==> src/rtl/uart2fifo.sv <==
// uart2fifo: frames uart_rx bytes into TERM-terminated lines, writes them to the byte FIFO and reports per-line status
module uart2fifo #(
    parameter int         MAX_LEN  = 64,
    parameter bit         STRIP_CR = 1'b1,
    parameter logic [7:0] TERM     = 8'h0A
) (
    input  logic        clk,
    input  logic        rst,
    input  logic [7:0]  rx_data,
    input  logic        rx_data_valid,
    output logic        rx_data_ready,
    input  logic        fifo_full,
    output logic        fifo_wr_en,
    output logic [7:0]  fifo_din,
    output logic        line_done,
    output logic [7:0]  line_len,
    output logic        line_err,
    output logic [15:0] line_cnt
);
    typedef enum logic {RECV, DROP} state_t;
    localparam logic [7:0] MAX = 8'(MAX_LEN);
    state_t     state;
    logic [7:0] len;
    logic       acc;
    logic       is_term;
    logic       is_cr;
    // a pending write blocks the next accept, so the one-cycle-late full flag never overflows the FIFO
    assign rx_data_ready = !rst && !fifo_full && !fifo_wr_en;
    assign acc           = rx_data_valid && rx_data_ready;
    assign is_term       = rx_data == TERM;
    assign is_cr         = STRIP_CR && rx_data == 8'h0D;
    always_ff @(posedge clk) begin
        if (rst) begin
            state      <= RECV;
            len        <= 8'd0;
            fifo_wr_en <= 1'b0;
            fifo_din   <= 8'd0;
            line_done  <= 1'b0;
            line_len   <= 8'd0;
            line_err   <= 1'b0;
            line_cnt   <= 16'd0;
        end else begin
            fifo_wr_en <= 1'b0;
            line_done  <= 1'b0;
            if (acc) begin
                if (is_term) begin
                    fifo_wr_en <= 1'b1;
                    fifo_din   <= rx_data;
                    line_done  <= 1'b1;
                    line_len   <= state == DROP ? MAX : len;
                    line_err   <= state == DROP;
                    line_cnt   <= line_cnt + 16'd1;
                    len        <= 8'd0;
                    state      <= RECV;
                end else if (state == RECV && !is_cr) begin
                    if (len < MAX) begin
                        fifo_wr_en <= 1'b1;
                        fifo_din   <= rx_data;
                        len        <= len + 8'd1;
                    end else begin
                        state <= DROP;
                    end
                end
            end
        end
    end
endmodule

==> config.mk <==
export PLATFORM = sky130hd
export DESIGN_NAME = uart2fifo
export DESIGN_NICKNAME = d
export VERILOG_FILES = /design/src/rtl/uart2fifo.sv
export SDC_FILE = /design/constraint.sdc
export NUM_CORES = 1
export LEC_CHECK = 0
export CAP_MARGIN = 15
export CORE_UTILIZATION = 25
export CTS_BUF_LIST = sky130_fd_sc_hd__clkbuf_8
export CTS_CLUSTER_DIAMETER = 120
export DETAILED_ROUTE_END_ITERATION = 10
export GPL_TIMING_DRIVEN = 1
export SYNTH_ARGS = -nofsm -noshare
export SYNTH_HDL_FRONTEND = slang
export SYNTH_SLANG_ARGS = --single-unit
==> constraint.sdc <==
create_clock -name clk -period 1.9 [get_ports clk]
set_clock_uncertainty 0.1 [all_clocks]
set_input_delay 0.38 -clock clk [delete_from_list [all_inputs] [get_ports clk]]
set_output_delay 0.38 -clock clk [all_outputs]
set_load 0.05 [all_outputs]
# Word-level counts from Yosys, hierarchy flattened
# Index checks and enable logic that the tools add are counted.
# W data, S select, Z words.
# totals
reg_bits	44
inputBits	12
out_inout_bits	36
elab_cells	44
# classes
addsub	2
magnitude_cmp	1
eq_ne	3
mux	14
n_bitwise	2
n_reduce_logical	14
# ops
cell	n
$mux W8	7
$add A16 B1 Y16 const B	1
$eq A8 B4 Y1 const B	2
$add A8 B1 Y8 const B	1
$lt A8 B7 Y1 const B	1
$mux W1	7
$reduce_and A3 Y1	2
$logic_and A1 B1 Y1	4
$logic_not A1 Y1	4
$reduce_bool A2 Y1	2
$ne A2 B2 Y1 const B	1
$not A1 Y1	2
$reduce_and A2 Y1	1
$reduce_or A2 Y1	1

# Logic depth before layout (Yosys ltp)
# logic_depth
ltp_word	6
mapped_depth	6

# Worst setup path before layout
# No wires, ideal clock.
# synth_path
path_type	input-to-output
startpoint	input port rst
endpoint	output port rx_data_ready
arrival_time_ns	1.658
t_required_ns	1.420
setup_slack_ns	-0.238
cell_stages	2
n_path_buf	1
path_cell_list	clkbuf_1 nor3_1
# synth_between
elab_chain_cells	3
# synth_rtl
item	line	source
from (decl)	8	input logic rst,
$logic_not A1 Y1	28	assign rx_data_ready = !rst && !fifo_full && !fifo_wr_en;
$logic_and A1 B1 Y1 (2 in series)	28	
to (decl)	11	output logic rx_data_ready,
# No other way between the ends.

# Worst setup path in the final report
# layout_path
startpoint	register fifo_wr_en
endpoint	register line_cnt[3]
# layout_between
elab_chain_cells	4
# layout_rtl
item	line	source
from (decl)	13	output logic fifo_wr_en,
from (signal assigned)	36	fifo_wr_en <= 1'b0;
from (signal assigned)	43	fifo_wr_en <= 1'b0;
from (signal assigned)	47	fifo_wr_en <= 1'b1;
$logic_not A1 Y1	28	
$logic_and A1 B1 Y1	28	
$logic_and A1 B1 Y1	29	assign acc = rx_data_valid && rx_data_ready;
$reduce_and A2 Y1 (no source line)	n/a	
to (signal assigned)	52	line_cnt <= line_cnt + 16'd1;
to (decl)	18	output logic [15:0] line_cnt
# No other way between the ends.
# A chain may end at the register's enable or synchronous reset.

==> summary.md <==
| Metric | Value |
|---|---|
| Die width | `between 90 and 100 um` |
| Initial Util | `25.7%` |
| Post-synthesis sequential area ratio | `41.9%` |
| Critical Path Start | `fifo_wr_en` |
| Flops & latches, synth | `44` |
| EDFF count, synth | `0` |
| FP Rows | `33` |
| R2r startpoint | `fifo_wr_en` |
| Max Cap Viol | `0` |
| Cell breakdown of the critical path | `nor4b_4 -> buf_4 -> nand4_1 -> buf_6 -> buf_6 -> or3_4 -> a21oi_2` |
| Clock-pin slew on the worst setup and hold paths | `about 90 ps` |
| Fin Setup TNS | `-87.5 ps` |
| Largest net degree at the start of global routing | `41` |
| First-pass GRT wire length | `9780 um` |
| Max stage delay on crit path | `~370 ps` |
| Worst-case reg-to-reg path depth | `7` |
| Cell Pwr Density | `605 nW/um^2` |
| Min setup slack post-route | `-27.0 ps` |
| Inserted Clock Buffers | `5` |
| Max Fclk | `519 MHz` |
| Unique masters post-synth | `46` |
| CP Capture Type | `register` |
| Mean post-synth cell area | `between 9 and 10 sq um` |
| Design area | `3260 sq um` |
| Crit-path leading delay family | `simple AND/OR/NAND/NOR gates` |
| Kind of critical path | `register to register` |
| Worst Path Required | `between 2000 and 2500 ps` |
| Root Buffer | `clkbuf_8` |
| Via total after detailed routing | `around 2,200` |
| Critical Path Sink | `line_cnt[3]` |
| Worst path buffer plus inverter count | `3` |
| Final Slew Violations | `0` |
| Clock period minus worst slack | `about 1900 ps` |
| Hold path cells | `2` |
| Die area | `between 8000 and 9000 sq um` |
| DRC Markers | `0` |
| DRT iter0 DRCs | `181` |
| DRT Pass-1 Iters | `4` |
| Vias in the first global route | `1,995` |
| Worst hold slack | `291 ps` |
| Final HPWL DP | `approximately 4300 um` |
| Grt ovf | `0` |
| CTS sink count | `44` |
| Share of cells above drive strength 1 | `about 41%` |
| Drt total wl | `6190 um` |
| Synth Cell Area | `2100 sq um` |
| Vias per cell | `5.02` |
| Hold-fix buffers, CTS | `0` |
| Failing checks | `setup timing` |
| CTS tree | `built` |
| Initial antenna violation count | `0` |
| R2r setup slk | `-30 ps` |
| Cell mode on critical path | `buf_6` |
| Slew headroom | `a little over two thirds` |
| Buffers on Ports | `47` |
| Most common cell after layout, fill and taps aside | `buf_4` |
| Antenna-violating nets left | `0` |
| ANT cells | `0` |
| RSZ-0062 raised after global routing | `true` |
| Worst-Skew Late Latency | `between 300 and 400 ps` |
| # nets final | `between 300 and 400` |
| Leakage | `about 1.3 nW` |
| Max FO, Critical Path | `4` |
| CTS Buffer Depth | `2` |
| Core area | `8180 sq um` |
| Syn_nets | `246` |
| Fin crit share | `101%` |
| Total Power | `~2.0 mW` |
| Ys async rst share | `0%` |
| Startpoint Class | `register` |
| Status | `finished, violations left` |
| Yosys warns | `0` |
| Utilization after layout | `approximately 40%` |
| Most frequent cells in the layout | `91 x buf_4, 39 x dfxtp_1, 23 x nand2_1, 22 x a21oi_1` |
| # fillers | `approximately 840` |
| Hold WC Path Type | `input pin to register` |
| Peak supply drop | `0.377 mV` |
| GRT Overall Usage | `~14%` |
| Final GP Congestion | `a little under 0.9` |
| Setup violations, final | `5` |
| Primary FF master, synth | `dfxtp_1` |
| Slowest cell on the critical path | `or3_4` |
| Critical path depth | `7` |
| Num ports | `48` |
| H-tree Lvls | `2` |
| DIE HEIGHT | `93.7 um` |
| Area after DPL | `between 2000 and 3000 sq um` |
| WL/cell | `14.0 um` |
| Hold Vio Cnt, Final | `0` |
| Syn Inst Count | `roughly 230` |
| CP arrival | `just over 2000 ps` |
| Worst-Margin Slew | `between 400 and 500 ps` |
| Worst R2R End | `line_cnt[3]` |
| P&R area growth vs syn | `55.1%` |
## repair_timing
action | in CTS | in global routing
gates cloned | 3 | 0
setup buffers | 7 | 3
gates resized for setup | 22 | 22
setup endpoints to repair | 41 | 30
pin swaps | 20 | 13
## area by class of cell
type / instances / area [sq um] / share of cell area [%]
repair buffers: 107 / 832 / 25.5
inverters: 10 / 37.5 / 1.15
multi-input cells: 169 / 1250 / 38.3
flip-flops and latches: 44 / 887 / 27.2
clock buffers: 6 / 82.6 / 2.53
well taps: 105 / 131 / 4.03
clock inverters: 2 / 38.8 / 1.19
## layer usage
metal | up-vias | global-route usage, % | part of all wire, % | routed length [um]
met3 | 7 | 3.07 | 4.8 | 298
met5 | - | 0 | 0 | 0
li1 | 1098 | - | - | -
met4 | 0 | 4.36 | 1.2 | 72
met1 | 1070 | 19.3 | 47 | 2900
met2 | 49 | 22.3 | 47 | 2920
## synth_stat cells, drive strengths merged, types with 2 or more instances
cell type	n	area, sq um
nand3b	4	30.0
or2	2	12.5
nand2	23	86.3
nor2	4	15.0
nor2b	8	50.1
nor3	4	20.0
mux2i	2	20.0
nor3b	3	27.5
dfxtp	44	881
or3	6	37.5
and3	3	18.8
a2111oi	2	17.5
and3b	3	26.3
nand4	11	75.1
nand4b	2	17.5
o41ai	2	17.5
and4	2	17.5
buf	2	10.0
clkbuf	8	30.0
or4	9	67.6
inv	10	37.5
a21oi	25	125
a41oi	2	17.5
o21ai	3	15.0
o311ai	4	35.0
o31ai	10	75.1
mux2	7	78.8
ha	2	25.0
and2	2	12.5
nor4b	2	47.6
nand3	9	45.0
## how the worst min path moves through the flow
stage	slack [ps]	from	endpoint
after floorplan	360	len[1]	len[1]
after global placement	340	line_err	line_err
after detailed placement	350	line_len[1]	line_len[1]
after CTS	370	line_len[3]	line_len[3]
after global routing	290	rx_data[5]	fifo_din[5]
final	290	rx_data[5]	fifo_din[5]
## through the flow
stage          setup slack (ps)  cells
4_1_cts                   -28.2    440
3_3_place_gp               -579    422
2_1_floorplan             -9.87    232
3_5_place_dp               -631    422
5_1_grt                   -78.1    443
6_report                  -27.0    443
## sequential cells by signal, summed over array words and instances, names as in the netlist
name,count
line_cnt,16
line_len,8
state,1
fifo_wr_en,1
line_done,1
len,8
line_err,1
fifo_din,8
## logic make-up after synthesis
| kind of cell | after synthesis | synth area share (%) |
|---|---|---|
| AOI/OAI and AO/OA | 56 | 17.6 |
| DFF | 44 | 41.9 |
| xor gates and xnor gates | 1 | 0.417 |
| muxes | 9 | 4.70 |
| adders and majority gates | 2 | 1.19 |
| and+or+nand+nor | 100 | 30.5 |
| buffers and inverters | 20 | 3.69 |
## power breakdown
group	total, mW	internal (mW)	switching [mW]
registers	0.956	0.942	0.0143
clock network	0.775	0.430	0.345
logic	0.239	0.108	0.132
(Power assumes the default switching activity.)
